--- config.mk ---
export PLATFORM = sky130hd
export DESIGN_NAME = shift_seq_ctrl
export DESIGN_NICKNAME = d
export VERILOG_FILES = /design/src/rtl/shift_seq_ctrl_pkg.sv /design/src/rtl/shift_seq_ctrl_shifter.sv /design/src/rtl/shift_seq_ctrl.sv
export SDC_FILE = /design/constraint.sdc
export NUM_CORES = 1
export LEC_CHECK = 0
export CORE_ASPECT_RATIO = 1.2
export CORE_MARGIN = 2
export CORE_UTILIZATION = 30
export CTS_BUF_LIST = sky130_fd_sc_hd__clkbuf_2 sky130_fd_sc_hd__clkbuf_4 sky130_fd_sc_hd__clkbuf_8
export CTS_CLUSTER_SIZE = 16
export DETAILED_ROUTE_END_ITERATION = 10
export HOLD_SLACK_MARGIN = 0.15
export PLACE_DENSITY_LB_ADDON = 0.25
export SKIP_LAST_GASP = 1
export SYNTH_ARGS = -nofsm -noshare
export SYNTH_HDL_FRONTEND = slang
export SYNTH_SLANG_ARGS = --single-unit
--- constraint.sdc ---
create_clock -name clk -period 1.8 [get_ports clk]
set_input_delay 0.18 -clock clk [delete_from_list [all_inputs] [get_ports clk]]
set_output_delay 0.18 -clock clk [all_outputs]
set_load 0.005 [all_outputs]
--- src/rtl/shift_seq_ctrl_pkg.sv ---
// Shared types and constants for the multi-pass shift sequencer and the
// 4-bit logical barrel shifter it drives.
package shift_seq_ctrl_pkg;

  localparam int DATA_W   = 4;
  localparam int MAX_STEP = 3;

  localparam logic DIR_LEFT  = 1'b0;
  localparam logic DIR_RIGHT = 1'b1;

  typedef enum logic [1:0] {
    IDLE  = 2'd0,
    SHIFT = 2'd1,
    DONE  = 2'd2
  } state_t;

endpackage : shift_seq_ctrl_pkg

--- src/rtl/shift_seq_ctrl_shifter.sv ---
// 4-bit combinational logical barrel shifter, shift amount 0..3, zero fill.
// Two mux stages: shift by 1, then by 2.
module barrel_shifter_logical
  import shift_seq_ctrl_pkg::*;
(
  input  logic [DATA_W-1:0] din,
  input  logic [1:0]        sh_amt,
  input  logic              dir,
  output logic [DATA_W-1:0] dout
);

  logic [DATA_W-1:0] stage1;

  always_comb begin
    // NOTE: every output of a combinational block gets a default first so no
    // path leaves it unassigned and no latch is inferred.
    stage1 = din;
    dout   = din;

    if (sh_amt[0]) begin
      stage1 = (dir == DIR_RIGHT) ? {1'b0, din[DATA_W-1:1]}
                                  : {din[DATA_W-2:0], 1'b0};
    end

    dout = stage1;
    if (sh_amt[1]) begin
      dout = (dir == DIR_RIGHT) ? {2'b00, stage1[DATA_W-1:2]}
                                : {stage1[DATA_W-3:0], 2'b00};
    end
  end

endmodule : barrel_shifter_logical

--- src/rtl/shift_seq_ctrl.sv ---
// Multi-pass sequencer: breaks a shift request of up to 2^AMT_W-1 positions
// into passes of at most MAX_STEP through the 0..3 barrel shifter.
module shift_seq_ctrl
  import shift_seq_ctrl_pkg::*;
#(
  parameter int AMT_W    = 3,
  parameter int MAX_STEP = 3
) (
  input  logic              clk,
  input  logic              rst,
  input  logic              in_valid,
  output logic              in_ready,
  input  logic [DATA_W-1:0] din,
  input  logic [AMT_W-1:0]  amt,
  input  logic              dir,
  output logic              out_valid,
  input  logic              out_ready,
  output logic [DATA_W-1:0] dout,
  output logic              busy
);

  localparam logic [AMT_W-1:0] STEP_CAP = AMT_W'(MAX_STEP);

  state_t            state_q, state_d;
  logic [DATA_W-1:0] acc_q;
  logic [AMT_W-1:0]  rem_q;
  logic              dir_q;

  logic [AMT_W-1:0]  step;
  logic              last_pass;
  logic [DATA_W-1:0] pass_out;

  // Step never exceeds rem_q, so rem_q - step cannot underflow.
  assign step      = (rem_q > STEP_CAP) ? STEP_CAP : rem_q;
  assign last_pass = (rem_q <= STEP_CAP);

  barrel_shifter_logical u_shifter (
    .din    (acc_q),
    .sh_amt (step[1:0]),
    .dir    (dir_q),
    .dout   (pass_out)
  );

  // State register.
  always_ff @(posedge clk or posedge rst) begin
    // NOTE: sequential state uses non-blocking assignments so every register
    // samples pre-edge values regardless of block ordering.
    if (rst) state_q <= IDLE;
    else     state_q <= state_d;
  end

  // Next-state logic.
  always_comb begin
    state_d = state_q;
    case (state_q)
      IDLE:    if (in_valid) state_d = (amt == '0) ? DONE : SHIFT;
      SHIFT:   if (last_pass) state_d = DONE;
      DONE:    if (out_ready) state_d = IDLE;
      default: state_d = IDLE;
    endcase
  end

  // Output logic; in_ready is held low for as long as reset is asserted.
  always_comb begin
    in_ready  = (state_q == IDLE) && !rst;
    out_valid = (state_q == DONE);
    busy      = (state_q == SHIFT) || (state_q == DONE);
  end

  // Datapath: capture in IDLE, one shifter pass per cycle in SHIFT, hold in DONE.
  always_ff @(posedge clk or posedge rst) begin
    if (rst) begin
      // NOTE: these are a handful of flops, not a memory, so clearing them on
      // reset is cheap and makes dout a known 0 straight out of reset.
      acc_q <= '0;
      rem_q <= '0;
      dir_q <= DIR_LEFT;
    end else begin
      case (state_q)
        IDLE: begin
          if (in_valid) begin
            acc_q <= din;
            rem_q <= amt;
            dir_q <= dir;
          end
        end
        SHIFT: begin
          acc_q <= pass_out;
          rem_q <= rem_q - step;
        end
        default: ;
      endcase
    end
  end

  // Result is the registered accumulator; no combinational path from din.
  assign dout = acc_q;

endmodule : shift_seq_ctrl

==> metrics.txt, run 1 <==
Area Overhead vs Synth=32.71%; sequential share of power=28.8%; Initial DRT Pass Iterations=4; proportion of synthesized chip area in sequential cells=33.90%; remaining global-route overflow=0; startpoint type of the worst setup path=flop; switching share of power=a little over two fifths; HPWL after detailed placement=1361 um; Tightest Hold Check Type=primary input to async pin; total core area=about 2300 sq um; number of standard-cell rows in the floorplan=19; Max Clk Rate=605.5 MHz; number of nets in the final layout=around 120; wire length of the first global-routing pass=3132 um; unrepaired setup endpoints after global routing=false; required time of the worst setup path=1620 ps; Synthesized Nets=103; number of I/O pins=19; type of the worst setup path=flop to output pin; via count=716; Final min period=approximately 1700 ps; accumulated negative setup slack=0 ps; arrival time worst endpoint=1470 ps; post-synthesis compound-gate area fraction=23.05%; remaining max-slew budget at the tightest pin=64.91%; smallest hold slack=222.7 ps; IO buf count=18; FF-to-FF Start=state_q[1]; count of different cell masters after synthesis=32; CP startpoint=state_q[1]; number of vias per cell after detailed routing=5.265; number of buffers inserted to repair setup after CTS=0; Pins Over Slew Limit=0; root buffer cell=sky130_fd_sc_hd__clkbuf_4; static power due to leakage=0.4109 nW; number of synthesized register bits=10; mean cell area of the mapped netlist=8.485 sq um; drt drc=0; share of synthesized area spent on multiplexers=2.881%; number of buffers created by CTS=3; initial antenna violation count=0; Simple-Gate Fraction of Synth Area=26.78%; clock slew seen by the registers of the worst setup and hold paths=70 ps; largest net degree at the start of global routing=14; final WL=1813 um; combinational family with the most area after synthesis=simple AND/OR/NAND/NOR gates; layout cell share with drive strength beyond 1=10.48%; CTS tree=yes; share of the clock period used by the worst path=91.76%; via count of the first global-routing pass=a little over 700; count of antenna-violating nets left after detailed routing=0; initial DRC count=6; power share of the combinational group=between 60% and 70%; Worst-Skew Late Latency=270 ps; horizontal die dimension=roughly 49 um; max-cap viol count=0; Die H=a little under 60 um; final weighted congestion of routability-driven global placement=0.8312; Setup violations, final=0; Critical Path Sink Type=output pin; Bufs on Longest Clock Path=2; Power Total=1.767 mW; Finished Cell Area=979.7 sq um; number of clock sinks seen by CTS=10; maximum fanout along the worst path=3; cell area after synthesis=between 700 and 800 sq um; adder-cell share of the synthesized area=6.780%; Tightest Pin Transition=approximately 520 ps; Max Clock Skew=1.571 ps; Clock H-tree levels=1; Synth warnings=0; initial cell density of the core=32.01%; DP Worst Slack=150.7 ps; Worst IR Drop VDD=between 0.001 and 0.0015 V; combined global-route utilization of all metal layers=14.19%; clock network power share=9.1%; per-cell routed wire length=approximately 13 um; internal cell power=0.9916 mW; total power divided by cell area=1804 nW/um^2; Total Die Area=2875 sq um; FILL cells=242; final worst setup slack=between 100 and 150 ps; antenna diode count=0; Switching Power=0.7753 mW; Hold Violations, Final=0; area after detailed placement=942.2 sq um; post-synthesis share of cell area spent on xor and xnor gates=0%; number of instances in the synthesized netlist=87; outcome=completed
## cells by family after synthesis
logic type / count (synthesis)
muxes: 2
DFF: 10
buffers and inverters: 10
and+or+nand+nor: 37
AOI/OAI and AO/OA: 24
adders and majority gates: 4
## flip-flops by register name, indices dropped and copies added (netlist names)
signal	flops
dir_q	1
state_q	2
dout	4
rem_q	3
## power by group through the flow
stage / clock (mW) / combinational [mW] / sequential (mW)
3_3_place_gp: 0 / 1.05 / 0.511
5_1_grt: 0.174 / 1.24 / 0.530
2_1_floorplan: 0 / 0.799 / 0.423
6_report: 0.161 / 1.10 / 0.509
4_1_cts: 0.162 / 1.10 / 0.509
3_5_place_dp: 0 / 1.06 / 0.511
## layout by cell type, fill, tap and decap left out, drive strengths merged, types with 2 or more instances in the layout
cell type      instances
clkdlybuf4s50         17
nand2                 10
dfrtp                 10
a21oi                  7
nand2b                 6
nor2                   5
nor3                   5
inv                    5
o21ai                  5
ha                     4
nand4                  3
clkbuf                 3
nand4b                 2
a22o                   2
a31oi                  2
o31ai                  2
buf                    2
## what timing repair did
item	CTS	global route
setup endpoints to repair	1	1
hold buffers	0	0
resized for setup	3	1
## cell usage after synthesis
library cell,count,area [sq um]
sky130_fd_sc_hd__a32oi_1,1,8.760
sky130_fd_sc_hd__dfrtp_1,10,250.2
sky130_fd_sc_hd__nor3_1,5,25.02
sky130_fd_sc_hd__o21ai_0,2,10.01
sky130_fd_sc_hd__nand2b_1,6,37.54
sky130_fd_sc_hd__nor2b_1,1,6.260
sky130_fd_sc_hd__a2bb2oi_1,1,8.760
sky130_fd_sc_hd__clkbuf_1,1,3.750
sky130_fd_sc_hd__mux2_2,1,11.26
sky130_fd_sc_hd__or3_1,1,6.260
sky130_fd_sc_hd__buf_2,3,15.01
sky130_fd_sc_hd__nand4_1,3,18.77
sky130_fd_sc_hd__a21oi_1,7,35.03
sky130_fd_sc_hd__buf_6,1,11.26
sky130_fd_sc_hd__o21ai_1,3,15.01
sky130_fd_sc_hd__nor2_1,5,18.77
sky130_fd_sc_hd__or3b_1,1,8.760
sky130_fd_sc_hd__a221o_1,1,10.01
sky130_fd_sc_hd__a2111o_1,1,11.26
sky130_fd_sc_hd__a22oi_1,1,7.510
sky130_fd_sc_hd__ha_1,4,50.05
sky130_fd_sc_hd__o2bb2ai_1,1,8.760
sky130_fd_sc_hd__and2b_1,1,7.510
sky130_fd_sc_hd__nand3_1,1,5.000
sky130_fd_sc_hd__a31oi_1,2,12.51
sky130_fd_sc_hd__mux2i_1,1,10.01
sky130_fd_sc_hd__a22o_1,2,17.52
sky130_fd_sc_hd__nand2_1,10,37.54
sky130_fd_sc_hd__o31ai_2,2,25.02
sky130_fd_sc_hd__inv_1,5,18.77
sky130_fd_sc_hd__nand4b_1,2,17.52
sky130_fd_sc_hd__or2_4,1,8.760
## layer usage
metal / vias up / track usage, % / share of wire, %
met3: 4 / 3.046 / 5.0
li1: 360 / - / -
met2: 18 / 22.97 / 47
met1: 334 / 17.87 / 46
met4: 0 / 7.347 / 1.8
met5: - / 0 / 0
## critical path, stage by stage, from the launching register on
cell and delay, ps:
sky130_fd_sc_hd__dfrtp_1 370, sky130_fd_sc_hd__inv_1 90, sky130_fd_sc_hd__ha_4 260, sky130_fd_sc_hd__clkdlybuf4s50_1 480
## final timing paths
check / cells after the start / end / slack [ps]
worst max-delay path: 3 / busy / 150
worst min-delay path: 2 / state_q[1] / 220
worst max register to register: 6 / rem_q[2] / 230
worst min register to register: 2 / rem_q[1] / 560
max in group asynchronous: 2 / dout[3] / 1290
min in group clk: 2 / dir_q / 530
## through the flow
stage	std cells	util [%]
3_5_place_dp	133	40.86
4_1_cts	136	42.38
5_1_grt	136	42.49
2_1_floorplan	87	-
6_report	136	42.49
3_3_place_gp	133	40.86
## final cells by class
type	count	area, sq um	area share [%]
timing repair buffer	20	197.7	20.18
inverter	5	18.77	1.916
clock buffer	3	22.52	2.299
multi-input combinational	67	451.7	46.10
tap	31	38.79	3.959
sequential	10	250.2	25.54
No activity file was read; power rests on OpenSTA's default activity.
==> inputs of run 2 (changes only) <==
--- a/config.mk
+++ b/config.mk
@@ -6,7 +6,6 @@
 export NUM_CORES = 1
 export LEC_CHECK = 0
 export CORE_ASPECT_RATIO = 1.2
-export CORE_MARGIN = 2
 export CORE_UTILIZATION = 30
 export CTS_BUF_LIST = sky130_fd_sc_hd__clkbuf_2 sky130_fd_sc_hd__clkbuf_4 sky130_fd_sc_hd__clkbuf_8
 export CTS_CLUSTER_SIZE = 16
==> run 2 against run 1 <==
Register-to-register slack worse by 60 ps. Highest routed layer unchanged. Critical path depth is 1 higher. Sequential share of layout area is 1.0 points lower. First-iteration DRC count grew to 3.3 times the previous value. Sequential power is 1% higher. Power is 7.2% higher. Combinational power is 7% higher. Clock-buffer cell count is 1 higher. Die area is 7.3% lower.
==> metrics.txt, run 2 (synthesized netlist as in run 1, its figures left out) <==
outcome=completed; most common cell after layout, fill and taps aside=sky130_fd_sc_hd__clkdlybuf4s50_1; combined global-route utilization of all metal layers=16.24%; total power divided by cell area=1855 nW/um^2; sequential share of power=27.1%; via count of the first global-routing pass=716; initial DRC count=20; final worst setup slack=57.82 ps; Worst IR Drop VDD=~0.0011 V; Switching Power=0.7971 mW; flip-flop count of the largest register after layout=4; switching share of power=42.08%; wire length of the first global-routing pass=approximately 3100 um; antenna diode count=0; FILL cells=around 230; drt drc=0; Final min period=1742 ps; remaining global-route overflow=0; via count=728; internal cell power=1.097 mW; Clock H-tree levels=1; clock slew seen by the registers of the worst setup and hold paths=80 ps; FF-to-FF Start=state_q[1]; required time of the worst setup path=1620 ps; remaining max-slew budget at the tightest pin=67.52%; count of antenna-violating nets left after detailed routing=0; Tightest Pin Transition=483.9 ps; Max Clk Rate=~570 MHz; worst reg2reg endpoint=rem_q[2]; type of the worst setup path=flop to output pin; total core area=~2300 sq um; per-cell routed wire length=13.28 um; number of vias per cell after detailed routing=5.163; most used cells in the layout excluding fill and tap cells=18 x sky130_fd_sc_hd__clkdlybuf4s50_1, 10 x sky130_fd_sc_hd__nand2_1, 10 x sky130_fd_sc_hd__dfrtp_1; number of buffers added to fix hold violations after cts=0; Die H=between 50 and 60 um; initial cell density of the core=32.01%; root buffer cell=sky130_fd_sc_hd__clkbuf_4; clock network power share=about a tenth; IO buf count=18; Pins Over Slew Limit=0; DP Worst Slack=between 150 and 200 ps; Total Die Area=2664 sq um; Area Overhead vs Synth=38.31%; Setup violations, final=0; power share of the combinational group=between 60 and 70%; CP startpoint=state_q[1]; largest net degree at the start of global routing=14; worst-case reg-to-reg path depth=6; maximum fanout along the worst path=3; number of clock sinks seen by CTS=10; CTS tree=yes; horizontal die dimension=47.29 um; number of buffers created by CTS=3; final weighted congestion of routability-driven global placement=between 0.8 and 0.9; Hold Violations, Final=0; layout cell share with drive strength beyond 1=15.45%; Initial DRT Pass Iterations=2; number of nets in the final layout=about 130; Critical Path Sink Type=output pin; Tightest Hold Check Type=primary input to async pin; number of standard-cell rows in the floorplan=19; post-route core utilization=between 40% and 50%; Max Clock Skew=13.88 ps; HPWL after detailed placement=1422 um; arrival time worst endpoint=1560 ps; slack of the worst reg-to-reg path=170 ps; number of I/O pins=19; Worst-Skew Late Latency=270 ps; max-cap viol count=0; startpoint type of the worst setup path=flop; Bufs on Longest Clock Path=2; final WL=1873 um; initial antenna violation count=0; static power due to leakage=0.4220 nW; crit path to=in_ready; share of the clock period used by the worst path=between 90% and 100%
## run 2: layout make-up
cell class	instances	area, sq um	area share (%)
well taps	31	38.79	3.799
multi-input cells	67	451.7	44.24
flip-flops and latches	10	250.2	24.51
inverters	5	18.77	1.838
clock buffers	4	36.28	3.554
repair buffers	24	225.2	22.06
## run 2: worst max-delay path, stage by stage (launching register included)
cell	delay, ps
sky130_fd_sc_hd__dfrtp_1	420
sky130_fd_sc_hd__inv_2	100
sky130_fd_sc_hd__ha_4	140
sky130_fd_sc_hd__nor2b_1	120
sky130_fd_sc_hd__clkdlybuf4s50_1	500
## run 2: per-layer routing
layer | global-route usage [%] | vias up | share of wire (%)
li1 | - | 367 | -
met2 | 26.81 | 15 | 53
met3 | 2.251 | 2 | 4.0
met1 | 19.84 | 344 | 42
met4 | 7.347 | 0 | 1.1
met5 | 0 | - | 0
## run 2: how the worst min path moves through the flow
| stage | from | end | slack [ps] |
|---|---|---|---|
| 2_1_floorplan | rst | dir_q | 20 |
| 3_3_place_gp | rst | state_q[0] | 530 |
| 3_5_place_dp | rst | dir_q | 520 |
| 4_1_cts | rst | state_q[0] | 230 |
| 5_1_grt | rst | state_q[1] | 290 |
| 6_report | rst | state_q[1] | 210 |
## run 2: stage by stage
step                      hold WS, ps  TNS [ps]  total power, mW  cell area [sq um]  cells
after floorplan                 20.18         0            1.223              738.2     87
after global placement          525.3         0            1.569              942.2    133
after detailed placement        523.6         0            1.583              942.2    133
after CTS                       230.0         0            1.833              991.0    137
after global routing            286.2    -5.418            2.076               1021    141
final                           212.2         0            1.894               1021    141
## run 2: power by group through the flow
stage | registers [mW] | clock network (mW) | logic, mW
after floorplan | 0.423 | 0 | 0.799
after global placement | 0.508 | 0 | 1.06
after detailed placement | 0.514 | 0 | 1.07
after CTS | 0.513 | 0.207 | 1.11
after global routing | 0.540 | 0.217 | 1.32
final | 0.514 | 0.202 | 1.18
## run 2: what timing repair did
action                                  CTS  global route
setup buffers                             0             4
pin swaps                                 0             1
gates resized for setup                   4             0
endpoints found under the setup margin    1             1
